## config.mk

```make
export PLATFORM = sky130hd
export DESIGN_NAME = bus_arbiter
export DESIGN_NICKNAME = d
export VERILOG_FILES = /design/src/rtl/bus_arbiter_pkg.sv /design/src/rtl/bus_rr_pick.sv /design/src/rtl/bus_arbiter.sv
export SDC_FILE = /design/constraint.sdc
export NUM_CORES = 1
export LEC_CHECK = 0
export ABC_CLOCK_PERIOD_IN_PS = 3870
export BUFFER_PORTS_ARGS = -buffer_cell sky130_fd_sc_hd__buf_2
export CAP_MARGIN = 10
export CORE_AREA = 3 3 122 124
export CTS_BUF_LIST = sky130_fd_sc_hd__clkbuf_2 sky130_fd_sc_hd__clkbuf_4 sky130_fd_sc_hd__clkbuf_8
export DETAILED_ROUTE_END_ITERATION = 10
export DIE_AREA = 0 0 125 127
export HOLD_SLACK_MARGIN = 0.03
export PLACE_DENSITY = 0.48
export SLEW_MARGIN = 5
export SYNTH_ARGS = -nofsm -noshare
export SYNTH_HDL_FRONTEND = slang
export SYNTH_SLANG_ARGS = --single-unit
```

## constraint.sdc

```tcl
create_clock -name clk -period 3.87 [get_ports clk]
set_input_delay 0.1935 -clock clk [delete_from_list [all_inputs] [get_ports clk]]
set_output_delay 0.1935 -clock clk [all_outputs]
set_load 0.005 [all_outputs]
```

## src/rtl/bus_arbiter_pkg.sv

```systemverilog
// Shared definitions for the two-master Wishbone arbiter: FSM encoding,
// one-hot grant constants, default bus widths and small helpers.
package bus_arbiter_pkg;

    localparam int DEF_ADDR_W  = 32;
    localparam int DEF_DATA_W  = 32;
    localparam int DEF_SEL_W   = 4;
    localparam int DEF_TIMEOUT = 255;

    // Arbiter ownership state. The encoding doubles as the one-hot grant.
    typedef enum logic [1:0] {
        IDLE = 2'b00,
        OWN0 = 2'b01,
        OWN1 = 2'b10
    } arb_state_e;

    localparam logic [1:0] GRANT_NONE = 2'b00;
    localparam logic [1:0] GRANT_M0   = 2'b01;
    localparam logic [1:0] GRANT_M1   = 2'b10;

    // Map an ownership state to the debug grant vector.
    function automatic logic [1:0] grant_of(input arb_state_e state);
        logic [1:0] grant;
        case (state)
            OWN0:    grant = GRANT_M0;
            OWN1:    grant = GRANT_M1;
            default: grant = GRANT_NONE;
        endcase
        return grant;
    endfunction

    // Index (0 or 1) of the master owning the bus in an OWN state.
    function automatic logic owner_idx(input arb_state_e state);
        logic idx;
        case (state)
            OWN1:    idx = 1'b1;
            default: idx = 1'b0;
        endcase
        return idx;
    endfunction

endpackage

```

## src/rtl/bus_rr_pick.sv

```systemverilog
// Round-robin pick from IDLE: a lone requester wins, a tie goes to the
// master that did not own the bus last, no request keeps the arbiter idle.
module bus_rr_pick
    import bus_arbiter_pkg::*;
(
    input  logic       req0,
    input  logic       req1,
    input  logic       last,
    output arb_state_e next_state
);

    // Select the next owner from the current requests and last owner.
    always_comb begin
        next_state = IDLE;
        case ({req1, req0})
            2'b01: next_state = OWN0;
            2'b10: next_state = OWN1;
            2'b11: begin
                if (last) begin
                    next_state = OWN0;
                end else begin
                    next_state = OWN1;
                end
            end
            default: next_state = IDLE;
        endcase
    end

endmodule

```

## src/rtl/bus_arbiter.sv

```systemverilog
// Two-master to one-slave Wishbone arbiter. Master 0 is the data port,
// master 1 the instruction fetch. Ownership is decided in a registered
// IDLE cycle and held until ack, abort (cyc dropped) or watchdog expiry.
module bus_arbiter
    import bus_arbiter_pkg::*;
#(
    parameter int ADDR_W  = DEF_ADDR_W,
    parameter int DATA_W  = DEF_DATA_W,
    parameter int SEL_W   = DEF_SEL_W,
    parameter int TIMEOUT = DEF_TIMEOUT
) (
    input  logic              clk,
    input  logic              rst,

    input  logic [ADDR_W-1:0] m0_addr_i,
    input  logic [DATA_W-1:0] m0_data_i,
    input  logic [SEL_W-1:0]  m0_select_i,
    input  logic              m0_we_i,
    input  logic              m0_stb_i,
    input  logic              m0_cyc_i,
    output logic [DATA_W-1:0] m0_data_o,
    output logic              m0_ack_o,
    output logic              m0_err_o,

    input  logic [ADDR_W-1:0] m1_addr_i,
    input  logic [DATA_W-1:0] m1_data_i,
    input  logic [SEL_W-1:0]  m1_select_i,
    input  logic              m1_we_i,
    input  logic              m1_stb_i,
    input  logic              m1_cyc_i,
    output logic [DATA_W-1:0] m1_data_o,
    output logic              m1_ack_o,
    output logic              m1_err_o,

    output logic [ADDR_W-1:0] s_addr_o,
    output logic [DATA_W-1:0] s_data_o,
    output logic [SEL_W-1:0]  s_select_o,
    output logic              s_we_o,
    output logic              s_stb_o,
    output logic              s_cyc_o,
    input  logic [DATA_W-1:0] s_data_i,
    input  logic              s_ack_i,

    output logic [1:0]        grant_o
);

    // Timer only needs to reach TIMEOUT-1; keep at least one bit.
    localparam int TIMER_W = (TIMEOUT > 1) ? $clog2(TIMEOUT) : 1;
    localparam logic [TIMER_W-1:0] TIMER_MAX = TIMER_W'(TIMEOUT - 1);

    arb_state_e         state_r;
    logic               last_r;
    logic [TIMER_W-1:0] timer_r;

    logic               req0_s;
    logic               req1_s;
    arb_state_e         pick_s;
    logic               own_cyc_s;
    logic               owning_s;
    logic               timeout_s;

    assign req0_s = m0_cyc_i & m0_stb_i;
    assign req1_s = m1_cyc_i & m1_stb_i;

    bus_rr_pick u_pick (
        .req0       (req0_s),
        .req1       (req1_s),
        .last       (last_r),
        .next_state (pick_s)
    );

    // Cycle line of the current owner, used for abort and timeout gating.
    always_comb begin
        own_cyc_s = 1'b0;
        owning_s  = 1'b0;
        case (state_r)
            OWN0: begin
                own_cyc_s = m0_cyc_i;
                owning_s  = 1'b1;
            end
            OWN1: begin
                own_cyc_s = m1_cyc_i;
                owning_s  = 1'b1;
            end
            default: begin
                own_cyc_s = 1'b0;
                owning_s  = 1'b0;
            end
        endcase
    end

    // Watchdog fires on the last allowed cycle; an ack or an abort in the
    // same cycle takes precedence so no error is reported.
    always_comb begin
        if (owning_s && own_cyc_s && !s_ack_i && (timer_r == TIMER_MAX)) begin
            timeout_s = 1'b1;
        end else begin
            timeout_s = 1'b0;
        end
    end

    // Ownership FSM, round-robin history and watchdog timer.
    always_ff @(posedge clk) begin
        if (!rst) begin
            state_r <= IDLE;
            last_r  <= 1'b1;
            timer_r <= '0;
        end else begin
            case (state_r)
                IDLE: begin
                    state_r <= pick_s;
                    timer_r <= '0;
                end
                OWN0, OWN1: begin
                    if (s_ack_i || !own_cyc_s || timeout_s) begin
                        state_r <= IDLE;
                        last_r  <= owner_idx(state_r);
                        timer_r <= '0;
                    end else if (timer_r != TIMER_MAX) begin
                        timer_r <= timer_r + TIMER_W'(1);
                    end else begin
                        timer_r <= timer_r;
                    end
                end
                default: begin
                    state_r <= IDLE;
                    timer_r <= '0;
                end
            endcase
        end
    end

    // Route the owner's request to the slave and the slave response back
    // to the owner only; everything else stays quiet. The watchdog cycle
    // withdraws cyc/stb so the slave sees the transfer abandoned.
    always_comb begin
        s_addr_o   = '0;
        s_data_o   = '0;
        s_select_o = '0;
        s_we_o     = 1'b0;
        s_stb_o    = 1'b0;
        s_cyc_o    = 1'b0;
        m0_data_o  = '0;
        m0_ack_o   = 1'b0;
        m0_err_o   = 1'b0;
        m1_data_o  = '0;
        m1_ack_o   = 1'b0;
        m1_err_o   = 1'b0;
        grant_o    = grant_of(state_r);
        case (state_r)
            OWN0: begin
                s_addr_o   = m0_addr_i;
                s_data_o   = m0_data_i;
                s_select_o = m0_select_i;
                s_we_o     = m0_we_i;
                s_stb_o    = m0_stb_i & ~timeout_s;
                s_cyc_o    = m0_cyc_i & ~timeout_s;
                m0_data_o  = s_data_i;
                m0_ack_o   = s_ack_i;
                m0_err_o   = timeout_s;
            end
            OWN1: begin
                s_addr_o   = m1_addr_i;
                s_data_o   = m1_data_i;
                s_select_o = m1_select_i;
                s_we_o     = m1_we_i;
                s_stb_o    = m1_stb_i & ~timeout_s;
                s_cyc_o    = m1_cyc_i & ~timeout_s;
                m1_data_o  = s_data_i;
                m1_ack_o   = s_ack_i;
                m1_err_o   = timeout_s;
            end
            default: begin
                grant_o = GRANT_NONE;
            end
        endcase
    end

endmodule

```

==> results.toml, run 1 <==
[route]
dr.pass1.iters = 4
num_vias = 3449
vias_per_cell = 4.394
wl_met2_mm = 6.301
wl_met1_mm = 4.717
postRouteAntennaNets = 0
wl_met3_mm = 1.145
route.detailed.drc = 0
wl_mm = 12.41
drtIter0Drc = 164
routedWlPerCell_um = 15.81
highest_layer = "met5"

[finish]
drive_above_1_share = 0.5530
syn2layout_area_growth_pct = 81.04
finalNonFillerCells = 785
final_nets = 789

[synthesis]
ys_seq_area_frac = 0.1008
yosys_warnings = 0
syn_area_sq_um = 2185
ys_types = 29
syn_nets = 497
avgSynthCellArea_sq_um = 6.980
ys_ff_latch = 11
synthCells = 313

[critical_path]
reg2reg_setup_slack_ns = 1.81
cp-start-kind = "register"
path_max_fanout = 63
crit_arrival_ns = 2.34
r2r_start = "state_r[0]"
timing.rr.end = "timer_r[6]"
slowest_delay_ns = 0.55
crit_required_ns = 3.68
critPathLaunch = "state_r[0]"
path_cells = "inv_1, ha_4, buf_4, a22oi_1, nor2b_1, buf_2"
critical_path_class = "reg -> out"
crit_buf_inv = 3
cp-endpoint = "s_data_o[19]"
cp.depth = 6
cp_slowest_cell = "ha_4"
end_kind = "primary output"
cp_top_family = "buffers and inverters"
reg2reg_depth = 6

[power_and_ir_drop]
p_comb_frac = 0.514
p_int_mw = 0.3301
p_sw_mw = 0.1598
p_seq_frac = 0.240
p_sw_frac = 0.3261
clkPwrFrac = 0.246
ir_drop_mv = 0.07218
leakagePower_nw = 2.107
cellPowerDensity_nw_per_um2 = 123.9

[sta]
setup_tns_ns = 0
fmax_mhz = 394.7
period_share = 0.6546
worstMarginPinSlew_ns = 0.6017
rsz0062_at_grt = "no"
finalSetupViolCount = 0
slew_violations = 0
layout_min_cycle_time_ns = 2.533
hold_viol_final = 0
skew_ns = 0.001571
slew_headroom = 0.5989

[placed_design]
dp.cells = 780
place_congestion = 0.8943
io_buffers = 317
dp_hpwl_mm = 10.41

[global_routing]
grt_pass1_vias = 3399
grt_pass1_wl_mm = 18.10
grt_overflow = 0
grt_use_total = 0.1383
grt_max_degree = 64
antenna_found_initial = 4

[clock_network]
cts_resized = 0
hold_buffers = 0
cts_sinks = 11
clock_latency_ns = 0.24
worst_setup_hold_path_clk_slew_ns = 0.05
post_cts_buffers = 0
cts_made_buffers = 3
cts_tree = "done"
clk_path_buf_depth = 2
cts-root-buf = "clkbuf_8"
htree_levels = 1

[die]
die_h_um = 127
start_util = 0.1574
io_pins = 318
die_area_sq_um = 15880
core-area_sq_um = 13880
die_x_um = 125
rows = 43

[job]
drv_cap = 0

[hold_path]
hp-start = "rst"
hp-class = "in -> reg"

[status]
status = "finished clean"
[power by group through the flow]
stage,sequential [mW],combinational (mW),clock [mW]
2_1_floorplan,0.119,0.106,0
3_3_place_gp,0.120,0.253,0
3_5_place_dp,0.120,0.255,0
4_1_cts,0.118,0.256,0.123
5_1_grt,0.118,0.279,0.132
6_report,0.118,0.252,0.121
[area by class of cell]
cell class | count | area, sq um
timing repair buffer | 320 | 1609
inverter | 3 | 11.26
multi-input combinational | 266 | 1838
tap | 180 | 225.2
sequential | 11 | 220.2
clock buffer | 4 | 48.80
fill | 1524 | 9926
antenna | 1 | 2.502
[how the worst min path moves through the flow]
stage,to,slack (ns),cells after the start
finish,state_r[0],0.27,3
global route,state_r[0],0.30,3
CTS,state_r[0],0.27,3
detailed placement,timer_r[0],0.48,1
global placement,timer_r[0],0.47,1
floorplan,state_r[1],0.34,2
[cell families (layout without fill, tap and decap cells)]
family,after synthesis,in the layout,synth area share
other,0,1,0
flip-flops,11,11,0.1008
AND/OR/NAND/NOR,173,173,0.4760
adder cells (fa/ha/maj),7,7,0.04009
buffers and inverters,36,327,0.07044
AO/OA/AOI/OAI,78,78,0.2778
multiplexers,5,5,0.02291
XOR/XNOR,3,3,0.01203
[worst min-delay path: stages]
cell and delay, ns:
buf_2 0.14, nand2_1 0.07, mux2i_1 0.06
[routing by layer]
metal | GRT usage | up-vias
met1 | 0.1635 | 1542
met2 | 0.2604 | 216
met5 | 0 | -
met3 | 0.03177 | 19
li1 | - | 1666
met4 | 0.01977 | 6
[synthesized netlist by cell type, drive strengths merged]
cell type,instances,area share
nor2b,71,0.20
a22oi,70,0.24
and2,66,0.19
clkbuf,22,0.038
nor2,13,0.022
buf,11,0.027
dfxtp,11,0.10
nand2,11,0.019
ha,7,0.040
mux2i,5,0.023
nand3,4,0.0092
and3,3,0.0086
inv,3,0.0052
a311oi,2,0.014
nand4,2,0.0086
o31ai,2,0.0092
xor2,2,0.0080
a21oi,1,0.0023
a311o,1,0.0046
a31oi,1,0.0029
nor3,1,0.0046
nor3b,1,0.0086
o21ai,1,0.0023
or2,1,0.0029
xnor2,1,0.0040
[through the flow]
step                worst slack [ns]  hold WS [ns]  utilization  power (mW)  cell area (sq um)
global placement               1.707        0.4653       0.2812      0.3724               3904
detailed placement             1.573        0.4768       0.2812      0.3745               3904
global route                   1.141        0.2979       0.2849      0.5290               3955
CTS                            1.320        0.2692       0.2847      0.4962               3953
floorplan                      2.361        0.3398            -      0.2252               2185
finish                         1.337        0.2715       0.2849      0.4899               3955
[flip-flops by register name (all words and copies together) (netlist names)]
name and flops:
state_r 2, timer_r 8, last_r 1
[cells in the final DEF (no fill, tap or decap)]
| cell type | n |
|---|---|
| nor3b_4 | 1 |
| ha_1 | 4 |
| dfxtp_1 | 11 |
| clkbuf_8 | 3 |
| nor3_2 | 1 |
| a31oi_1 | 1 |
| o31ai_2 | 1 |
| diode_2 | 1 |
| mux2i_1 | 5 |
| nor2_1 | 13 |
| o31ai_1 | 1 |
| and2_1 | 66 |
| a22oi_1 | 69 |
| xnor2_1 | 1 |
| ha_4 | 2 |
| ha_2 | 1 |
| nand2_1 | 11 |
| inv_1 | 3 |
| buf_2 | 317 |
| a21oi_1 | 1 |
| nand4_2 | 1 |
| a22oi_2 | 1 |
| clkbuf_4 | 1 |
| o21ai_0 | 1 |
| buf_4 | 3 |
| nor2b_1 | 71 |
| or2_1 | 1 |
| a311oi_2 | 2 |
| nand4_1 | 1 |
| and3_1 | 3 |
| nand3_1 | 4 |
| xor2_1 | 2 |
| a311o_1 | 1 |
Power figures use the tool's default switching activity.
==> inputs of run 2 (changes only) <==
--- a/config.mk
+++ b/config.mk
@@ -5,13 +5,13 @@
 export SDC_FILE = /design/constraint.sdc
 export NUM_CORES = 1
 export LEC_CHECK = 0
-export ABC_CLOCK_PERIOD_IN_PS = 3870
+export ABC_CLOCK_PERIOD_IN_PS = 2600
 export BUFFER_PORTS_ARGS = -buffer_cell sky130_fd_sc_hd__buf_2
 export CAP_MARGIN = 10
-export CORE_AREA = 3 3 122 124
+export CORE_AREA = 3 3 121 123
 export CTS_BUF_LIST = sky130_fd_sc_hd__clkbuf_2 sky130_fd_sc_hd__clkbuf_4 sky130_fd_sc_hd__clkbuf_8
 export DETAILED_ROUTE_END_ITERATION = 10
-export DIE_AREA = 0 0 125 127
+export DIE_AREA = 0 0 124 126
 export HOLD_SLACK_MARGIN = 0.03
 export PLACE_DENSITY = 0.48
 export SLEW_MARGIN = 5
==> constraint.sdc (replaced) <==
create_clock -name clk -period 2.6 [get_ports clk]
set_input_delay 0.13 -clock clk [delete_from_list [all_inputs] [get_ports clk]]
set_output_delay 0.13 -clock clk [all_outputs]
set_load 0.005 [all_outputs]
==> results.toml, run 2 (synthesis gave the netlist of run 1 again) <==
[clock_network]
htree_levels = 1
cts_tree = "done"
cts_made_buffers = 3
worst_setup_hold_path_clk_slew_ns = 0.05
clock_latency_ns = 0.24
cts-root-buf = "clkbuf_8"
cts_sinks = 11
hold_buffers = 0
cts_resized = 0
post_cts_buffers = 0
clk_path_buf_depth = 2

[finish]
mostFrequentLayoutCell = "buf_2"
register_area_sq_um = 220.2
antennaDiodeCount = 0
syn2layout_area_growth_pct = 81.84
design_area_sq_um = 3973
reg.largest.list = "timer_r: 8 flops, state_r: 2 flops, last_r: 1 flops"
drive_above_1_share = 0.5552
largest_register_ff_count = 8
regMostFlops = "timer_r"
final_nets = 792
multi_input_area_sq_um = 1838
final_cell_mix = "buf_2 (317), nor2b_1 (71), a22oi_1 (69)"
nFillCells = 1510

[sta]
layout_min_cycle_time_ns = 2.083
slew_violations = 0
fmax_mhz = 480.0
rsz0062_at_grt = "no"
period_share = 0.8012
setup_tns_ns = 0
finalSetupViolCount = 0
skew_ns = 0.001406
slew_headroom = 0.6375
worstMarginPinSlew_ns = 0.5437
hold_viol_final = 0

[die]
io_pins = 318
die_h_um = 126
rows = 43
core-area_sq_um = 13770
start_util = 0.1586
die_area_sq_um = 15620
die_x_um = 124

[critical_path]
crit_buf_inv = 3
slowest_delay_ns = 0.45
cp-start-kind = "register"
crit_required_ns = 2.47
cp_slowest_cell = "buf_4"
path_max_fanout = 53
crit_arrival_ns = 1.95
cp_top_family = "buffers and inverters"
critical_path_class = "reg -> out"
end_kind = "primary output"
path_cells = "inv_1, ha_4, buf_4, a22oi_1, nor2b_1, buf_2"

[power_and_ir_drop]
ir_drop_mv = 0.1336
cellPowerDensity_nw_per_um2 = 182.3
leakagePower_nw = 2.123

[route]
postRouteAntennaNets = 0
routedWlPerCell_um = 14.83
num_vias = 3465
wl_mm = 11.68
dr.pass1.iters = 4
vias_per_cell = 4.403
drtIter0Drc = 184
route.detailed.drc = 0

[global_routing]
antenna_found_initial = 0
grt_pass1_vias = 3344
grt_max_degree = 54
grt_overflow = 0
grt_use_total = 0.1323
grt_pass1_wl_mm = 16.68

[hold_path]
hp-class = "in -> reg"

[placed_design]
dp_hpwl_mm = 9.878
placed_area_sq_um = 3926
io_buffers = 317
place_congestion = 0.9336

[status]
status = "finished clean"

[job]
drv_cap = 0
run 2: cell count changes in the layout (fill, tap and decap cells not counted):
cell,previous run,this run
diode_2,1,0
buf_4,3,6
clkinv_2,0,1
clkbuf_4,1,0
run 2: where the power goes:
part	internal, mW	switching (mW)
Clock	0.106	0.0692
Combinational	0.202	0.172
Sequential	0.172	0.00321
run 2: worst reg2reg max path, stage by stage (launching register included):
cell	delay, ns
dfxtp_1	0.42
inv_1	0.14
ha_2	0.43
nor3b_4	0.28
nand2_1	0.17
a311oi_2	0.22
run 2: worst paths after layout:
check / slack, ns / end / from / cells past startpoint
max: 0.52 / s_data_o[7] / state_r[0] / 6
min: 0.21 / state_r[1] / rst / 3
max reg2reg: 0.84 / timer_r[6] / state_r[0] / 5
min reg2reg: 0.48 / timer_r[0] / timer_r[0] / 1
run 2: per-layer routing:
metal	up-vias	global-route usage	part of all wire
li1	1672	-	-
met1	1560	0.1520	0.38
met2	217	0.2574	0.51
met3	16	0.02200	0.10
met4	0	0.01611	0.0090
met5	-	0	0
run 2: cell type report:
cell class	count	area share
well taps	180	0.05669
clock inverters	1	0.001260
inverters	3	0.002835
repair buffers	323	0.4107
multi-input cells	266	0.4627
clock buffers	3	0.01039
flip-flops and latches	11	0.05543
run 2: per-stage QoR:
stage	total power [mW]	hold slack [ns]	std cells	setup slack, ns	util
after global routing	0.7765	0.2268	787	0.3816	0.2884
final	0.7241	0.2146	787	0.5168	0.2884
after global placement	0.5516	0.4568	783	0.8100	0.2851
after detailed placement	0.5562	0.4632	783	0.7618	0.2851
after floorplan	0.3353	0.2763	313	1.132	-
after CTS	0.7348	0.2110	787	0.4921	0.2884
==> inputs of run 3 (changes only) <==
--- a/config.mk
+++ b/config.mk
@@ -5,15 +5,16 @@
 export SDC_FILE = /design/constraint.sdc
 export NUM_CORES = 1
 export LEC_CHECK = 0
-export ABC_CLOCK_PERIOD_IN_PS = 2600
+export ABC_AREA = 1
+export ABC_CLOCK_PERIOD_IN_PS = 1900
 export BUFFER_PORTS_ARGS = -buffer_cell sky130_fd_sc_hd__buf_2
 export CAP_MARGIN = 10
-export CORE_AREA = 3 3 121 123
+export CORE_AREA = 3 3 123 125
 export CTS_BUF_LIST = sky130_fd_sc_hd__clkbuf_2 sky130_fd_sc_hd__clkbuf_4 sky130_fd_sc_hd__clkbuf_8
 export DETAILED_ROUTE_END_ITERATION = 10
-export DIE_AREA = 0 0 124 126
+export DIE_AREA = 0 0 126 128
 export HOLD_SLACK_MARGIN = 0.03
-export PLACE_DENSITY = 0.48
+export PLACE_DENSITY = 0.49
 export SLEW_MARGIN = 5
 export SYNTH_ARGS = -nofsm -noshare
 export SYNTH_HDL_FRONTEND = slang
==> constraint.sdc (replaced) <==
create_clock -name clk -period 1.9 [get_ports clk]
set_input_delay 0.095 -clock clk [delete_from_list [all_inputs] [get_ports clk]]
set_output_delay 0.095 -clock clk [all_outputs]
set_load 0.005 [all_outputs]
==> results.toml, run 3 <==
[status]
status = "finished clean"

[route]
vias_per_cell = 4.020
routedWlPerCell_um = 13.11
num_vias = 3851
wl_mm = 12.56
route.detailed.drc = 0
drtIter0Drc = 209
dr.pass1.iters = 5
postRouteAntennaNets = 0

[power_and_ir_drop]
p_comb_frac = 0.521
p_sw_frac = 0.3599
p_seq_frac = 0.234
p_sw_mw = 0.3684
clkPwrFrac = 0.245
cellPowerDensity_nw_per_um2 = 245.6
leakagePower_nw = 2.755
ir_drop_mv = 0.2444
p_int_mw = 0.6551

[placed_design]
io_buffers = 317
place_congestion = 0.8174
dp_hpwl_mm = 10.29
placed_area_sq_um = 4060
dp.cells = 951

[finish]
largest_register_ff_count = 8
reg.largest.list = "timer_r: 8 flops, state_r: 2 flops, last_r: 1 flops"
finalNonFillerCells = 958
final_nets = 962
design_area_sq_um = 4168
regMostFlops = "timer_r"
final_cell_mix = "buf_2 (317), nand2_1 (232), inv_1 (82)"
syn2layout_area_growth_pct = 84.54
drive_above_1_share = 0.4505
mostFrequentLayoutCell = "buf_2"

[synthesis]
yosys.area.top_type = "nand2_1"
syn_nets = 661
ys_types = 24
ys_ff_latch = 11
yosysMostFrequentCell = "nand2_1"
synthCells = 477
syn_area_sq_um = 2258
avgSynthCellArea_sq_um = 4.735
yosys_warnings = 0
synth_top_area_share = 0.3856
yosys-top-cells-count = "nand2_1 (232), inv_1 (82), a21oi_1 (72)"
ys_seq_area_frac = 0.09751
ys_async_sr_fraction = 0
synthTopCellsByArea = "nand2_1 (39%), a21oi_1 (16%), inv_1 (14%), dfxtp_1 (9.8%), buf_2 (4.7%)"
ys.flop_type = "dfxtp_1"
synth-edff-count = 0

[die]
io_pins = 318
die_area_sq_um = 16130
start_util = 0.1614
die_x_um = 126
core-area_sq_um = 13990
rows = 43
die_h_um = 128

[sta]
slew_headroom = 0.7650
worstMarginPinSlew_ns = 0.3525
slew_violations = 0
period_share = 0.9430
layout_min_cycle_time_ns = 1.792
finalSetupViolCount = 0
fmax_mhz = 558.1
rsz0062_at_grt = "yes"
setup_tns_ns = 0
hold_viol_final = 0
skew_ns = 0.003834

[critical_path]
crit_required_ns = 1.80
end_kind = "primary output"
path_max_fanout = 36
r2r_start = "state_r[1]"
reg2reg_setup_slack_ns = 0.40
critPathLaunch = "state_r[1]"
crit_arrival_ns = 1.70
critical_path_class = "reg -> out"
cp-start-kind = "register"

[global_routing]
grt_max_degree = 68
grt_overflow = 0
antenna_found_initial = 4
grt_pass1_wl_mm = 18.33
grt_use_total = 0.1363
grt_pass1_vias = 3480

[clock_network]
cts-root-buf = "clkbuf_8"
cts_tree = "done"
htree_levels = 1
cts_sinks = 11
worst_setup_hold_path_clk_slew_ns = 0.05
cts_made_buffers = 3
clock_latency_ns = 0.24
clk_path_buf_depth = 2

[job]
drv_cap = 0

[hold_path]
hp-class = "in -> reg"
hp-start = "rst"
-- run 3: final timing paths --
path | end | cells after the start
setup / recovery | s_data_o[1] | 6
hold reg to reg | timer_r[0] | 1
setup reg to reg | timer_r[7] | 9
hold / removal | last_r | 2
-- run 3: routing by layer --
layer  global-route usage  up-vias  wire [um]
met4              0.01199        6         65
li1                     -     2011          -
met2               0.2473      186       6407
met1               0.1741     1632       5102
met5                    0        -         22
met3              0.02625       16        963
-- run 3: cell type report --
type / count / area [sq um]
diodes: 1 / 2.502
clock buffers: 4 / 48.80
fillers: 1661 / 9821
inverters: 85 / 319.1
multi-input cells: 350 / 1599
flip-flops and latches: 11 / 224.0
well taps: 180 / 225.2
repair buffers: 327 / 1749
-- run 3: per-stage QoR --
step	total power, mW	setup slack, ns	hold slack (ns)	utilization
final	1.023	0.1083	0.1162	0.2979
after global routing	1.113	-0.01217	0.1312	0.2978
after CTS	1.027	0.03923	0.1121	0.2947
after detailed placement	0.7689	0.1492	0.3490	0.2903
after global placement	0.7711	0.1580	0.3569	0.2903
after floorplan	0.4480	0.5001	0.1791	-
-- run 3: kinds of logic (layout without fill, tap and decap cells) --
family / after synthesis / count (layout) / share of synthesized area
flip-flops: 11 / 11 / 0.09751
adder cells (fa/ha/maj): 7 / 7 / 0.03878
AO/OA/AOI/OAI: 77 / 77 / 0.1801
XOR/XNOR: 1 / 1 / 0.003879
AND/OR/NAND/NOR: 265 / 265 / 0.4687
buffers and inverters: 116 / 416 / 0.2111
other: 0 / 1 / 0
-- run 3: what timing repair did --
item	CTS	global route
buffers inserted	0	1
gates resized for setup	2	3
endpoints found under the setup margin	28	4
cloned	0	1
hold buffers	0	0
-- run 3: worst max-delay path: stages, from the launching register on --
cell and delay (ns):
dfxtp_2 0.34, inv_1 0.16, ha_4 0.24, buf_12 0.20, nand2_1 0.07, a21oi_1 0.24, buf_2 0.17
-- run 3: power groups by stage --
stage,registers (mW),clock network (mW),logic (mW)
floorplan,0.243,0,0.205
global placement,0.243,0,0.528
detailed placement,0.244,0,0.525
CTS,0.239,0.255,0.533
global route,0.240,0.271,0.602
finish,0.239,0.251,0.533
